===== src/rtl/vga_timing_pkg.sv =====
// Shared timing constants and control-bundle types for the 640x480@60 Hz scan path.
package vga_timing_pkg;

  localparam int H_ACTIVE = 640;
  localparam int H_FP     = 16;
  localparam int H_SYNC   = 96;
  localparam int H_BP     = 48;
  localparam int H_TOTAL  = H_ACTIVE + H_FP + H_SYNC + H_BP;

  localparam int V_ACTIVE = 480;
  localparam int V_FP     = 10;
  localparam int V_SYNC   = 2;
  localparam int V_BP     = 33;
  localparam int V_TOTAL  = V_ACTIVE + V_FP + V_SYNC + V_BP;

  localparam int H_SYNC_START = H_ACTIVE + H_FP;
  localparam int H_SYNC_END   = H_SYNC_START + H_SYNC - 1;
  localparam int V_SYNC_START = V_ACTIVE + V_FP;
  localparam int V_SYNC_END   = V_SYNC_START + V_SYNC - 1;

  localparam int PIPE_LAT     = 2;
  localparam int FRAME_PIXELS = 307200;

  localparam logic [3:0] MODE_PASS = 4'b0001;

  // Per-pixel control bits that travel alongside the ROM/core data path
  typedef struct packed {
    logic active;
    logic hs;
    logic vs;
  } scan_ctl_t;

endpackage


===== src/rtl/vga_pipe_delay.sv =====
// Fixed-depth shift register with a loadable reset value, used to align control bits with pixel data.
module vga_pipe_delay #(
  parameter int DEPTH = 3,
  parameter int WIDTH = 3
) (
  input  logic             clk,
  input  logic             rst,
  input  logic [WIDTH-1:0] rst_val,
  input  logic [WIDTH-1:0] din,
  output logic [WIDTH-1:0] dout
);

  logic [DEPTH-1:0][WIDTH-1:0] stage_r;

  // Shift one stage per clock; reset loads every stage with rst_val
  always_ff @(posedge clk) begin
    if (rst) begin
      stage_r <= {DEPTH{rst_val}};
    end else begin
      stage_r[0] <= din;
      for (int i = 1; i < DEPTH; i++) begin
        stage_r[i] <= stage_r[i-1];
      end
    end
  end

  assign dout = stage_r[DEPTH-1];

endmodule


===== src/rtl/vga_scan_ctrl.sv =====
// Raster scan controller: pixel counters, row-major ROM addressing, frame-stable
// colour mode and sync/blank alignment with the ROM plus core latency.
module vga_scan_ctrl #(
  parameter int H_ACTIVE = vga_timing_pkg::H_ACTIVE,
  parameter int H_FP     = vga_timing_pkg::H_FP,
  parameter int H_SYNC   = vga_timing_pkg::H_SYNC,
  parameter int H_BP     = vga_timing_pkg::H_BP,
  parameter int V_ACTIVE = vga_timing_pkg::V_ACTIVE,
  parameter int V_FP     = vga_timing_pkg::V_FP,
  parameter int V_SYNC   = vga_timing_pkg::V_SYNC,
  parameter int V_BP     = vga_timing_pkg::V_BP,
  parameter int PIPE_LAT = vga_timing_pkg::PIPE_LAT
) (
  input  logic        clk,
  input  logic        rst,
  input  logic [3:0]  mode_req,
  input  logic [11:0] ripe_color,
  output logic [18:0] picture_addr,
  output logic [3:0]  state_info,
  output logic        frame_start,
  output logic        vga_hs,
  output logic        vga_vs,
  output logic [3:0]  vga_r,
  output logic [3:0]  vga_g,
  output logic [3:0]  vga_b
);

  import vga_timing_pkg::MODE_PASS;
  import vga_timing_pkg::scan_ctl_t;

  localparam int H_TOT    = H_ACTIVE + H_FP + H_SYNC + H_BP;
  localparam int V_TOT    = V_ACTIVE + V_FP + V_SYNC + V_BP;
  localparam int HS_FIRST = H_ACTIVE + H_FP;
  localparam int HS_LAST  = HS_FIRST + H_SYNC - 1;
  localparam int VS_FIRST = V_ACTIVE + V_FP;
  localparam int VS_LAST  = VS_FIRST + V_SYNC - 1;
  localparam int PIX_LAST = H_ACTIVE * V_ACTIVE - 1;
  localparam int HW       = $clog2(H_TOT);
  localparam int VW       = $clog2(V_TOT);
  localparam int DEPTH    = PIPE_LAT + 1;
  localparam scan_ctl_t CTL_IDLE = '{active: 1'b0, hs: 1'b1, vs: 1'b1};

  logic [HW-1:0] h_cnt_r;
  logic [VW-1:0] v_cnt_r;
  logic          origin_r;
  logic [18:0]   addr_r;
  logic [3:0]    state_r;
  logic [11:0]   rgb_r;
  logic          h_last_s;
  logic          v_last_s;
  logic          addr_last_s;
  logic          mode_load_s;
  scan_ctl_t     ctl0_s;
  scan_ctl_t     ctl_d_s;

  // Stage-0 decode of the current raster position
  always_comb begin
    h_last_s      = (h_cnt_r == HW'(H_TOT - 1));
    v_last_s      = (v_cnt_r == VW'(V_TOT - 1));
    addr_last_s   = (addr_r == 19'(PIX_LAST));
    mode_load_s   = (h_cnt_r == {HW{1'b0}}) && (v_cnt_r == VW'(V_ACTIVE));
    ctl0_s.active = (h_cnt_r < HW'(H_ACTIVE)) && (v_cnt_r < VW'(V_ACTIVE));
    ctl0_s.hs     = !((h_cnt_r >= HW'(HS_FIRST)) && (h_cnt_r <= HW'(HS_LAST)));
    ctl0_s.vs     = !((v_cnt_r >= VW'(VS_FIRST)) && (v_cnt_r <= VW'(VS_LAST)));
  end

  // Raster counters; origin_r flags the first pixel of every frame
  always_ff @(posedge clk) begin
    if (rst) begin
      h_cnt_r  <= {HW{1'b0}};
      v_cnt_r  <= {VW{1'b0}};
      origin_r <= 1'b1;
    end else begin
      origin_r <= h_last_s && v_last_s;
      if (h_last_s) begin
        h_cnt_r <= {HW{1'b0}};
        v_cnt_r <= v_last_s ? {VW{1'b0}} : v_cnt_r + VW'(1);
      end else begin
        h_cnt_r <= h_cnt_r + HW'(1);
        v_cnt_r <= v_cnt_r;
      end
    end
  end

  // Address advances only over active pixels and parks on the last one until the frame wraps
  always_ff @(posedge clk) begin
    if (rst) begin
      addr_r <= 19'd0;
    end else if (h_last_s && v_last_s) begin
      addr_r <= 19'd0;
    end else if (ctl0_s.active && !addr_last_s) begin
      addr_r <= addr_r + 19'd1;
    end else begin
      addr_r <= addr_r;
    end
  end

  // Colour mode is latched once per frame, after the last active line has drained
  always_ff @(posedge clk) begin
    if (rst) begin
      state_r <= MODE_PASS;
    end else if (mode_load_s) begin
      state_r <= mode_req;
    end else begin
      state_r <= state_r;
    end
  end

  vga_pipe_delay #(
    .DEPTH(DEPTH),
    .WIDTH($bits(scan_ctl_t))
  ) u_ctl_delay (
    .clk    (clk),
    .rst    (rst),
    .rst_val(CTL_IDLE),
    .din    (ctl0_s),
    .dout   (ctl_d_s)
  );

  // Pixel capture lands in the same cycle as the delayed control bits, which then blank it
  always_ff @(posedge clk) begin
    if (rst) begin
      rgb_r <= 12'h000;
    end else begin
      rgb_r <= ripe_color;
    end
  end

  assign vga_r        = ctl_d_s.active ? rgb_r[11:8] : 4'd0;
  assign vga_g        = ctl_d_s.active ? rgb_r[7:4]  : 4'd0;
  assign vga_b        = ctl_d_s.active ? rgb_r[3:0]  : 4'd0;
  assign vga_hs       = ctl_d_s.hs;
  assign vga_vs       = ctl_d_s.vs;
  assign frame_start  = origin_r & ~rst;
  assign picture_addr = addr_r;
  assign state_info   = state_r;

endmodule


===== config.mk =====
export PLATFORM = sky130hd
export DESIGN_NAME = vga_scan_ctrl
export DESIGN_NICKNAME = d
export VERILOG_FILES = /design/src/rtl/vga_timing_pkg.sv /design/src/rtl/vga_pipe_delay.sv /design/src/rtl/vga_scan_ctrl.sv
export SDC_FILE = /design/constraint.sdc
export NUM_CORES = 1
export LEC_CHECK = 0
export CAP_MARGIN = 10
export CORE_MARGIN = 5
export CORE_UTILIZATION = 46
export DETAILED_ROUTE_END_ITERATION = 12
export GPL_TIMING_DRIVEN = 0
export HOLD_SLACK_MARGIN = 0.12
export PLACE_DENSITY = 0.75
export SLEW_MARGIN = 25
export SYNTH_ARGS = -nofsm -noshare
export SYNTH_HDL_FRONTEND = slang
export SYNTH_SLANG_ARGS = --single-unit

===== constraint.sdc =====
create_clock -name clk -period 1.9 [get_ports clk]
set_clock_uncertainty 0.2 [all_clocks]
set_input_delay 0.285 -clock clk [delete_from_list [all_inputs] [get_ports clk]]
set_output_delay 0.285 -clock clk [all_outputs]
set_load 0.02 [all_outputs]

==> flow_summary_export.csv <==
group,metric,value,unit
global_route,grt_max_degree,13,
timing,whs,0.208,ns
outcome,status,"finished with violations",
timing,slew_violations,0,
timing,fmax,519,MHz
power,p_seq_frac,0.446,
worst_setup_path,cp-startpoint,"h_cnt_r[7]$_SDFF_PP0_",
cts,clk_latency,0.34,ns
yosys,syn_avg_cell_area,9.32,sq um
power,p_int,2.54,mW
global_route,track_usage,0.169,
power,powerDensity,788,mW/mm^2
drt,ant_nets,0,
worst_setup_path,worstPathArrival,1.96,ns
cts,numCtsBuffers,9,
timing,tightest_slew,0.403,ns
cells_and_area,nets,403,
floorplan,floorplan.initialDensity,0.472,
yosys,yosysWarnings,0,
yosys,synth_fp_nets,321,
placed_design,dp.cells,428,
timing,finalCritPeriodShare,1.01,
cts,cts_hold_buf,0,
timing,rsz0062_at_grt,"yes",
timing,tns,-0.112,ns
floorplan,dieArea,0.00769,sq mm
cts,cts_tree,"built",
global_route,overflow,0,
floorplan,fp.dieH,87.7,um
worst_setup_path,start_kind,"flop",
yosys,synth_top_area_share,0.468,
floorplan,die_w,87.7,um
cells_and_area,drive_gt1_frac,0.223,
yosys,yosys.area.top_type,"dfxtp_1",
power,switchingPower,634,uW
timing,setup_viol,6,
floorplan,num_rows,28,
worst_hold_path,hold_class,"reg2reg",
placed_design,port_buffers,55,
yosys,ys_ff_latch,65,
yosys,synthDistinctLibCells,46,
power,pwr-share-comb,0.055,
drt,drtIter0Drc,111,
yosys,synth.most_common_cell,"dfxtp_1",
outcome,violations,"setup timing",
timing,fin_ws,-0.0275,ns
floorplan,core,0.00589,sq mm
yosys,yosys-top-cells-count,"dfxtp_1, nor2_1, nand3_1",
worst_setup_path,criticalPathCategory,"reg2reg",
cells_and_area,fillers,455,
placed_design,gp_congestion,0.763,
yosys,ys.flop_type,"dfxtp_1",
worst_hold_path,min_from,"u_ctl_delay.stage_r[0]$_SDFF_PP1_",
drt,avgViaCountPerCell,5.22,
worst_setup_path,worstPathMaxFanout,8,
floorplan,pin_count,56,
power,leakage,1.69,nW
drt,routed-via-count,2399,
power,vdd_drop_max,542,uV
cts,clock_path_buffers,2,
cells_and_area,area_delta_synth_final,44.8,%
cells_and_area,diodes,0,
timing,hold_violations,0,
global_route,grt_antenna_before_repair,0,
global_route,grt_first_pass_wirelength,10.3,mm
worst_setup_path,cp-end-kind,"flop",
flow_run,drv_cap,0,
worst_setup_path,required,1.93,ns
yosys,synthTopCellsByArea,"dfxtp_1, nor2_1, xnor2_1",
power,switching_share,0.200,
timing,period_needed,1.93,ns
yosys,syn_area,0.00278,sq mm
cts,htreeDepth,3,
global_route,grt_pass1_vias,2283,
drt,dr.pass1.iters,4,
worst_setup_path,r2r-start,"h_cnt_r[7]$_SDFF_PP0_",
cells_and_area,fin_util,0.683,
yosys,ys_seq_area_frac,0.468,
power,clkPwrFrac,0.499,
yosys,synth_edf_count,0,
cts,cts_sinks,65,
placed_design,dpl.hpwl,3.99,mm
drt,wl_per_cell,14.1,um
drt,wl,6.46,mm
yosys,synthCells,298,
drt,drc,0,
timing,relSlewSlack,0.730,
cts,cts-root-buf,"clkbuf_8",
cells_and_area,final_cells,460,
yosys,async_flop_share,0,
cts,clk_pin_slew_worst_paths,0.08,ns
==> power by group through the flow <==
stage               sequential (mW)  clock (mW)  combinational [mW]
finish                         1.41        1.58               0.175
CTS                            1.41        1.61               0.153
floorplan                      1.44           0              0.0698
global placement               1.44           0               0.146
global route                   1.42        1.67               0.192
detailed placement             1.44           0               0.148
==> per-layer routing <==
| metal | vias up | GRT usage | wire (um) |
|---|---|---|---|
| li1 | 1187 | - | - |
| met1 | 1106 | 0.212 | 2880 |
| met2 | 92 | 0.265 | 3000 |
| met3 | 14 | 0.0442 | 433 |
| met4 | 0 | 0.0921 | 143 |
| met5 | - | 0 | 0 |
==> cell families (layout without fill, tap and decap cells) <==
group / Yosys count / count (layout) / synth area share
and+or+nand+nor: 152 / 152 / 0.309
DFF: 65 / 65 / 0.468
xor gates and xnor gates: 28 / 28 / 0.0883
AOI/OAI and AO/OA: 24 / 24 / 0.0595
buffers and inverters: 19 / 106 / 0.0347
adders and majority gates: 5 / 5 / 0.0225
muxes: 5 / 5 / 0.0180
==> final timing paths <==
kind                                            end  cells after the start  slack, ns
setup / recovery       picture_addr[7]$_SDFFE_PP0P_                      7      -0.03
hold / removal    u_ctl_delay.stage_r[3]$_SDFF_PP1_                      1       0.21
setup reg to reg       picture_addr[7]$_SDFFE_PP0P_                      7      -0.03
hold reg to reg   u_ctl_delay.stage_r[3]$_SDFF_PP1_                      1       0.21
==> cell usage in the layout (no fill, tap or decap), types with 5 or more instances in the layout <==
cell type | synthesis | final
clkbuf_8 | 0 | 10
nand3_1 | 17 | 17
nor2_1 | 41 | 38
and2_1 | 15 | 15
nand4_1 | 11 | 11
dfxtp_1 | 65 | 51
or2_2 | 5 | 5
nor3_1 | 5 | 5
nor2b_1 | 16 | 15
clkdlybuf4s15_1 | 0 | 5
buf_4 | 2 | 15
xor2_1 | 14 | 14
and3_1 | 5 | 5
inv_1 | 8 | 8
dlygate4sd2_1 | 0 | 14
xnor2_1 | 14 | 14
dlymetal6s2s_1 | 0 | 8
dfxtp_2 | 0 | 11
nand2_1 | 13 | 13
clkdlybuf4s50_1 | 0 | 27
==> repair_timing <==
item,4_1_cts,5_1_grt
setup buffers,8,8
gates cloned,0,1
gates resized for setup,36,48
pin swaps,8,8
setup endpoints to repair,60,55
==> cell type report <==
| type | instances | area [sq um] | area share |
|---|---|---|---|
| clock buffer | 10 | 138 | 0.0342 |
| timing repair buffer | 72 | 708 | 0.176 |
| multi-input combinational | 214 | 1510 | 0.375 |
| inverter | 8 | 30.0 | 0.00747 |
| clock inverter | 6 | 138 | 0.0342 |
| tap | 75 | 93.8 | 0.0233 |
| buffer | 10 | 78.8 | 0.0196 |
| sequential | 65 | 1330 | 0.330 |
==> state kept, by name (all words and copies together), names as in the netlist <==
name and count:
h_cnt_r 10, origin_r 1, picture_addr 19, rgb_r 12, state_info 4, u_ctl_delay.dout 3, u_ctl_delay.stage_r 6, v_cnt_r 10
==> critical path, stage by stage (launching register included) <==
cell	delay (ns)
dfxtp_4	0.36
or3_4	0.43
buf_12	0.15
nor4_4	0.16
a31o_4	0.22
buf_8	0.15
buf_12	0.11
a21oi_1	0.03
==> through the flow <==
stage | power, mW | setup slack [ns] | instance area (sq um)
after floorplan | 1.51 | 0.0174 | 2790
final | 3.17 | -0.0275 | 4020
after global placement | 1.59 | -0.362 | 3430
after CTS | 3.18 | -0.0153 | 3810
after global routing | 3.28 | -0.122 | 4020
after detailed placement | 1.59 | -0.363 | 3430
(Power assumes the default switching activity.)
